<file path="config.mk">
export PLATFORM = sky130hd
export DESIGN_NAME = hazard_ctrl
export DESIGN_NICKNAME = d
export VERILOG_FILES = /design/src/rtl/hazard_ctrl.sv
export SDC_FILE = /design/constraint.sdc
export NUM_CORES = 1
export LEC_CHECK = 0
export CORE_UTILIZATION = 35
export CTS_CLUSTER_DIAMETER = 200
export CTS_CLUSTER_SIZE = 8
export DETAILED_ROUTE_END_ITERATION = 16
export DONT_BUFFER_PORTS = 1
export PLACE_DENSITY = 0.58
export SETUP_SLACK_MARGIN = 0.15
export SLEW_MARGIN = 20
export SYNTH_ARGS = -nofsm -noshare
export SYNTH_HDL_FRONTEND = slang
export SYNTH_SLANG_ARGS = --single-unit
</file>
<file path="constraint.sdc">
create_clock -name CLK -period 1.8 [get_ports CLK]
set_input_delay 0.36 -clock CLK [delete_from_list [all_inputs] [get_ports CLK]]
set_output_delay 0.36 -clock CLK [all_outputs]
set_load 0.02 [all_outputs]
</file>
<file path="src/rtl/hazard_ctrl.sv">
// rtl/hazard_ctrl.sv - pipeline hazard control: load-use stall, branch flush, memory-busy hold
// Optional HAZARD_PERF_EN adds StallCount/FlushCount performance counters.
module hazard_ctrl #(
  parameter int          LOAD_USE_STALLS = 1,
  parameter logic [15:0] MEM_TIMEOUT     = 16'd64
) (
  input  logic        CLK,
  input  logic        RST_N,
  input  logic [4:0]  IF_ID_RegisterRs,
  input  logic [4:0]  IF_ID_RegisterRt,
  input  logic        IF_ID_UsesRt,
  input  logic        ID_EX_MemRead,
  input  logic [4:0]  ID_EX_RegisterRt,
  input  logic        BranchTaken,
  input  logic        MemBusy,
  output logic        PCWrite,
  output logic        IF_ID_Write,
  output logic        ID_EX_Bubble,
  output logic        IF_ID_Flush,
  output logic        ID_EX_Flush,
  output logic        EX_MEM_Flush,
  output logic        PipeHold,
  output logic        MemTimeout
`ifdef HAZARD_PERF_EN
  ,
  output logic [31:0] StallCount,
  output logic [31:0] FlushCount
`endif
);

  typedef enum logic {RUN, LDSTALL} state_t;

  state_t      state;
  logic [1:0]  cnt;
  logic [15:0] wdog;
  logic        hazard;

  assign hazard = ID_EX_MemRead && (ID_EX_RegisterRt != 5'd0) &&
                  ((ID_EX_RegisterRt == IF_ID_RegisterRs) ||
                   (IF_ID_UsesRt && (ID_EX_RegisterRt == IF_ID_RegisterRt)));

  // Mealy outputs; priority is memory hold, then branch flush, then load-use stall.
  always_comb begin
    PCWrite      = 1'b1;
    IF_ID_Write  = 1'b1;
    ID_EX_Bubble = 1'b0;
    IF_ID_Flush  = 1'b0;
    ID_EX_Flush  = 1'b0;
    EX_MEM_Flush = 1'b0;
    PipeHold     = 1'b0;
    if (!RST_N) begin
      PCWrite      = 1'b0;
      IF_ID_Write  = 1'b0;
      ID_EX_Bubble = 1'b1;
      IF_ID_Flush  = 1'b1;
      ID_EX_Flush  = 1'b1;
      EX_MEM_Flush = 1'b1;
    end else if (MemBusy) begin
      PipeHold    = 1'b1;
      PCWrite     = 1'b0;
      IF_ID_Write = 1'b0;
    end else if (BranchTaken) begin
      IF_ID_Flush  = 1'b1;
      ID_EX_Flush  = 1'b1;
      EX_MEM_Flush = 1'b1;
    end else if ((state == LDSTALL) || hazard) begin
      PCWrite      = 1'b0;
      IF_ID_Write  = 1'b0;
      ID_EX_Bubble = 1'b1;
    end
  end

  always_ff @(posedge CLK or negedge RST_N) begin
    if (!RST_N) begin
      state <= RUN;
      cnt   <= 2'd0;
    end else if (!MemBusy) begin
      if (BranchTaken) begin
        state <= RUN;
        cnt   <= 2'd0;
      end else if (state == LDSTALL) begin
        if (cnt == 2'd1) begin
          state <= RUN;
          cnt   <= 2'd0;
        end else begin
          cnt <= cnt - 2'd1;
        end
      end else if (hazard && (LOAD_USE_STALLS > 1)) begin
        state <= LDSTALL;
        cnt   <= 2'(LOAD_USE_STALLS - 1);
      end
    end
  end

  // Watchdog saturates so a stuck memory cannot wrap it back below the threshold.
  always_ff @(posedge CLK or negedge RST_N) begin
    if (!RST_N) begin
      wdog       <= 16'd0;
      MemTimeout <= 1'b0;
    end else if (MemBusy) begin
      if (wdog != MEM_TIMEOUT) begin
        wdog <= wdog + 16'd1;
        if ((wdog + 16'd1) == MEM_TIMEOUT) MemTimeout <= 1'b1;
      end
    end else begin
      wdog <= 16'd0;
    end
  end

`ifdef HAZARD_PERF_EN
  always_ff @(posedge CLK or negedge RST_N) begin
    if (!RST_N) begin
      StallCount <= 32'd0;
      FlushCount <= 32'd0;
    end else begin
      if (ID_EX_Bubble) StallCount <= StallCount + 32'd1;
      if (!MemBusy && BranchTaken) FlushCount <= FlushCount + 32'd1;
    end
  end
`endif

endmodule

</file>
# Word level (Yosys, flattened, before mapping)
# Cells that the tools add are included.
[word_totals]
reg_bits = 20
inputBits = 21
output_inout_bits = 8
elab_cells = 43
[op_classes]
n_addsub = 2
n_eq_ne = 6
mux = 21
n_bitwise = 1
reduce_logical = 9
[ops]
columns = ["operator", "count"]
rows = [
  ["16-bit two-way mux", 2],
  ["16-bit by 1-bit adder with 16-bit output, second input constant", 1],
  ["16-bit by 7-bit == test with 1-bit output, second input constant", 1],
  ["1-bit two-way mux", 16],
  ["16-bit by 7-bit inequality test with 1-bit output, second input constant", 1],
  ["5-bit == test", 2],
  ["2-bit two-way mux", 3],
  ["5-bit nonzero test", 1],
  ["1-bit logical AND", 3],
  ["3-bit AND reduction", 1],
  ["2-bit by 1-bit == test with 1-bit output, second input constant", 1],
  ["1-bit logical OR", 2],
  ["2-bit by 1-bit inequality test with 1-bit output, second input constant", 1],
  ["2-bit AND reduction", 1],
  ["2-bit nonzero test", 1],
  ["2-bit by 1-bit subtractor with 2-bit output, second input constant", 1],
  ["1-bit NOT", 1],
]

# Longest topological paths before layout
[logic_depth]
word_depth = 9
ltp_mapped = 7
depth_no_buf = 7

# Worst setup path before layout
# No wires, ideal clock.
[synth_timing]
path_type = "register -> register"
from = "register wdog[0]"
to = "register MemTimeout"
setup_ns = 0.104
arrival_time_ns = 1.844
required_ns = 1.696
setup_slack_ns = -0.147
stages_incl_launch_ff = 8
path_buffers = 1
synth_period_minus_slack_ns = 1.947
path_cell_list = "dfrtp_1 ha_1 buf_4 nand4_1 nor3_1 mux2i_1 a2bb2oi_1 o41ai_2"
[synth_via]
elab_chain_cells = 3
elab_cells_between_ends = 4
classes_between = "add/sub (1); eq/ne (2); reduce/logical (1)"
[synth_lines]
columns = ["item", "line_no", "text"]
rows = [
  ["from (decl)", "35", "logic [15:0] wdog;"],
  ["from (signal assigned)", "102", "wdog <= wdog + 16'd1;"],
  ["16-bit by 1-bit adder with 16-bit output", "103", "if ((wdog + 16'd1) == MEM_TIMEOUT) MemTimeout <= 1'b1;"],
  ["16-bit by 7-bit == test with 1-bit output", "103", ""],
  ["3-bit AND reduction (no line) *", "-", ""],
  ["to (signal assigned)", "99", "MemTimeout <= 1'b0;"],
  ["to (signal assigned)", "103", ""],
  ["to (decl)", "23", "output logic MemTimeout"],
]
# Every way passes the cells marked *; elsewhere a longest branch is shown, timed or not.
# A chain may end at the register's enable or synchronous reset.

# Final worst setup path
[layout_timing]
from = "register wdog[1]"
to = "register MemTimeout"
# The elaborated chain is that of the path after synthesis.

==> metrics.txt <==
# TYPE chip_impl_metric gauge
chip_impl_info{name="run_status",value="complete, but fails checks"} 1
chip_impl_info{name="violations_in_the_final_reports",value="setup timing"} 1
chip_impl_metric{name="switching_share",unit="%"} 25.5
chip_impl_metric{name="slowest_delay",unit="ns"} 0.46
chip_impl_metric{name="synth_cells",unit=""} 165
chip_impl_info{name="root_buffer",value="sky130_fd_sc_hd__clkbuf_8"} 1
chip_impl_metric{name="grt_first_pass_wirelength",unit="mm"} 5.60
chip_impl_metric{name="internal_power",unit="mW"} 0.749
chip_impl_metric{name="combinationalPowerShare",unit="%"} 17.1
chip_impl_metric{name="seq_area_frac_synth",unit="%"} 35.2
chip_impl_info{name="critPathCaptureType",value="flop"} 1
chip_impl_metric{name="detail_route.drc_violations",unit=""} 0
chip_impl_info{name="most_frequently_used_flop_master_after_synthesis",value="sky130_fd_sc_hd__dfrtp_1"} 1
chip_impl_metric{name="number_of_inserted_diodes",unit=""} 0
chip_impl_metric{name="synth_cell_type_count",unit=""} 38
chip_impl_metric{name="placement_rows",unit=""} 22
chip_impl_metric{name="seq_power_share",unit="%"} 47.9
chip_impl_metric{name="routed_wl",unit="mm"} 3.38
chip_impl_metric{name="fin_worst_skew",unit="ns"} 0.00293
chip_impl_metric{name="synth_edf_count",unit=""} 0
chip_impl_metric{name="report.final.slew_viol_count",unit=""} 0
chip_impl_metric{name="grt_pass1_vias",unit=""} 1249
chip_impl_info{name="max_stage_delay_cell_worst_path",value="sky130_fd_sc_hd__dfrtp_2"} 1
chip_impl_metric{name="drt_iter0_drc",unit=""} 35
chip_impl_metric{name="final_min_period_over_clock_period",unit="%"} 104
chip_impl_metric{name="clkLatencyLatePin",unit="ns"} 0.27
chip_impl_metric{name="area_of_the_mapped_netlist",unit="sq mm"} 0.00142
chip_impl_metric{name="cap_viol_max_count",unit=""} 0
chip_impl_metric{name="fin_nets",unit=""} 209
chip_impl_info{name="worst_hold_startpoint",value="BranchTaken"} 1
chip_impl_metric{name="yosysWarningCount",unit=""} 0
chip_impl_metric{name="slew_headroom",unit="%"} 40.6
chip_impl_info{name="critPathLaunchType",value="flop"} 1
chip_impl_metric{name="layout_setup_ws",unit="ns"} -0.0701
chip_impl_info{name="timing.hold.worst.class",value="primary input to flop"} 1
chip_impl_metric{name="hold_path_depth",unit=""} 1
chip_impl_metric{name="cts_made_buffers",unit=""} 3
chip_impl_metric{name="floorplan.core_area",unit="sq mm"} 0.00377
chip_impl_metric{name="setup_viol_count_final",unit=""} 1
chip_impl_metric{name="avgRoutedWirePerCell",unit="um"} 14.6
chip_impl_metric{name="areaGrowthSynthToFinish",unit="%"} 27.1
chip_impl_metric{name="hold_slack",unit="ns"} 0.175
chip_impl_metric{name="ys_async_sr_fraction",unit="%"} 100
chip_impl_metric{name="finish.utilization",unit="%"} 47.9
chip_impl_metric{name="pre_cts_setup_slack",unit="ns"} -0.0938
chip_impl_metric{name="route.antenna.remaining_nets",unit=""} 0
chip_impl_metric{name="cp.arrival",unit="ns"} 2.04
chip_impl_metric{name="vdd_drop_max",unit="mV"} 0.289
chip_impl_metric{name="via_count",unit=""} 1238
chip_impl_metric{name="timing.reg2reg.setup_slack",unit="ns"} -0.07
chip_impl_info{name="cts_tree",value="done"} 1
chip_impl_metric{name="tritoncts_num_sinks",unit=""} 20
chip_impl_metric{name="placed_cells",unit=""} 224
chip_impl_info{name="grt_setup_unrepaired",value="true"} 1
chip_impl_metric{name="ffs_latches_synth",unit=""} 20
chip_impl_info{name="critPathKind",value="flop to flop"} 1
chip_impl_metric{name="boundaryPins",unit=""} 29
chip_impl_metric{name="clk_pin_slew_worst_paths",unit="ns"} 0.08
chip_impl_info{name="holdPathEnd",value="cnt[1]"} 1
chip_impl_metric{name="timing.critical_path.required",unit="ns"} 1.97
chip_impl_metric{name="design.die.area",unit="sq mm"} 0.00432
chip_impl_metric{name="io_buffers",unit=""} 0
chip_impl_metric{name="antenna_found_initial",unit=""} 0
chip_impl_metric{name="power_density",unit="mW/mm^2"} 557
chip_impl_metric{name="grt_ovf",unit=""} 0
chip_impl_metric{name="dp_hpwl",unit="mm"} 2.37
chip_impl_metric{name="power.switching",unit="mW"} 0.257
chip_impl_metric{name="power.share.clock",unit="%"} 35.0
chip_impl_metric{name="effective_utilization_at_floorplan",unit="%"} 37.7
chip_impl_metric{name="gp_congestion",unit=""} 0.808
chip_impl_metric{name="post_drt_via_cell_ratio",unit=""} 5.36
chip_impl_metric{name="htreeDepth",unit=""} 1
chip_impl_metric{name="syn_area_per_cell",unit="sq um"} 8.62
chip_impl_metric{name="drt_pre_antenna_iters",unit=""} 4
chip_impl_metric{name="clockBufferDepth",unit=""} 2
chip_impl_info{name="crit-reg2reg-capture",value="MemTimeout"} 1
chip_impl_metric{name="die_w",unit="um"} 65.8
chip_impl_metric{name="maximum_number_of_pins_on_one_net_before_global_route_repair",unit=""} 21
chip_impl_metric{name="p_leak",unit="nW"} 0.753
chip_impl_metric{name="hold_viol",unit=""} 0
chip_impl_metric{name="share_of_cells_above_drive_strength_1",unit="%"} 28.4
chip_impl_metric{name="r2r.worst_path.cells",unit=""} 6
chip_impl_metric{name="fmaxAchievable",unit="MHz"} 535
chip_impl_metric{name="synth_fp_nets",unit=""} 190
chip_impl_metric{name="floorplan.die.height",unit="um"} 65.8
chip_impl_metric{name="global_route.usage.total",unit="%"} 17.1
chip_impl_metric{name="period_needed",unit="ns"} 1.87
chip_impl_info{name="crit_chain",value="buf_4, a211o_1, a21oi_1, o21ai_1, or3b_1, o41ai_2"} 1
chip_impl_info{name="crit-reg2reg-launch",value="wdog[1]"} 1
chip_impl_metric{name="crit_fanout",unit=""} 5
chip_impl_metric{name="final_cell_count_no_fill",unit=""} 231
chip_impl_metric{name="tightest_slew",unit="ns"} 0.889
[layer usage]
layer | GRT usage, % | share of wire [%] | vias up
met5 | 0 | 0 | -
met4 | 7.34 | 2.0 | 0
met3 | 2.43 | 3.2 | 8
met2 | 31.0 | 54 | 27
met1 | 19.8 | 41 | 602
li1 | - | - | 601
[power by group through the flow]
stage	clock [mW]	sequential, mW	combinational, mW
3_3_place_gp	0	0.487	0.126
4_1_cts	0.361	0.479	0.144
2_1_floorplan	0	0.486	0.110
5_1_grt	0.377	0.484	0.191
3_5_place_dp	0	0.488	0.132
6_report	0.352	0.482	0.172
[cell type report]
class	count	area [sq um]
fill	348	1960
multi-input combinational	125	962
sequential	20	503
timing repair buffer	25	194
tap	48	60.1
clock buffer	4	55.1
inverter	9	33.8
[worst max path at each step]
| stage | start | endpoint | cells past startpoint |
|---|---|---|---|
| finish | wdog[1] | MemTimeout | 6 |
| global route | wdog[1] | MemTimeout | 6 |
| CTS | wdog[0] | MemTimeout | 6 |
| detailed placement | wdog[4] | MemTimeout | 5 |
| global placement | wdog[4] | MemTimeout | 5 |
| floorplan | wdog[0] | MemTimeout | 7 |
[cell usage after synthesis, drive strengths merged (2+ instances only)]
| library cell | number | share of area (%) |
|---|---|---|
| and3 | 2 | 0.88 |
| ha | 4 | 3.5 |
| nand3 | 7 | 2.5 |
| buf | 10 | 5.7 |
| a31oi | 3 | 1.3 |
| inv | 9 | 2.4 |
| nor4b | 2 | 1.2 |
| a21oi | 4 | 1.4 |
| o22ai | 3 | 1.3 |
| xnor2 | 18 | 11 |
| nor4 | 3 | 1.3 |
| o21ai | 6 | 2.1 |
| dfrtp | 20 | 35 |
| nor2 | 24 | 6.3 |
| xor2 | 7 | 4.3 |
| nor3 | 7 | 2.8 |
| o31ai | 2 | 1.1 |
| nand4 | 7 | 3.5 |
| nand2 | 12 | 3.2 |
| and4 | 2 | 1.2 |
[cell families (layout without fill, tap and decap cells)]
logic type      Yosys count  count (layout)  share of synthesized area, %
compound gates           22              22                          10.3
mux                       1               1                         0.704
simple gates             73              73                          26.6
fa+ha+maj                 4               4                          3.52
flops                    20              20                          35.2
buf+inv                  20              38                          8.36
xor+xnor                 25              25                          15.4
[worst max-delay path: cells and delay by family (launching register included)]
kind	cells	cell delay, ns
AOI/OAI and AO/OA	4	0.78
buffers and inverters	1	0.16
DFF	1	0.46
and+or+nand+nor	1	0.37
[per-stage QoR]
stage	area, sq um	TNS, ns	total power, mW
6_report	1810	-0.0701	1.01
5_1_grt	1810	-0.417	1.05
4_1_cts	1670	-0.0702	0.985
3_5_place_dp	1580	-0.0938	0.620
3_3_place_gp	1580	-0.0981	0.613
2_1_floorplan	1440	-0.0571	0.596
[registers in the layout, summed over array words and instances, names as in the netlist]
signal and flops:
wdog 16, MemTimeout 1, state 1, cnt 2
[timing repair]
action,in CTS,in global routing
pin swaps,2,6
hold endpoints to repair,20,0
hold buffers,1,0
endpoints found under the setup margin,5,19
resized for setup,4,20
buffers inserted,1,1
[layout by cell type (no fill, tap or decap), types with 2 or more instances in the layout]
cell type                  instances
sky130_fd_sc_hd__and4_1            2
sky130_fd_sc_hd__nand2_1          11
sky130_fd_sc_hd__xnor2_1          12
sky130_fd_sc_hd__nand4_1           6
sky130_fd_sc_hd__buf_4            23
sky130_fd_sc_hd__nor2_1           23
sky130_fd_sc_hd__dfrtp_2           2
sky130_fd_sc_hd__nor4_1            2
sky130_fd_sc_hd__xnor2_4           3
sky130_fd_sc_hd__inv_1             9
sky130_fd_sc_hd__o22ai_1           2
sky130_fd_sc_hd__and3_1            2
sky130_fd_sc_hd__o21ai_0           4
sky130_fd_sc_hd__o21ai_1           2
sky130_fd_sc_hd__a21oi_1           4
sky130_fd_sc_hd__xnor2_2           3
sky130_fd_sc_hd__nand3_1           7
sky130_fd_sc_hd__clkbuf_8          4
sky130_fd_sc_hd__nor3_2            2
sky130_fd_sc_hd__xor2_1            7
sky130_fd_sc_hd__a31oi_1           2
sky130_fd_sc_hd__nor3_1            4
sky130_fd_sc_hd__ha_1              2
sky130_fd_sc_hd__dfrtp_1          18
Note: power is estimated with default switching activity, not from simulation.
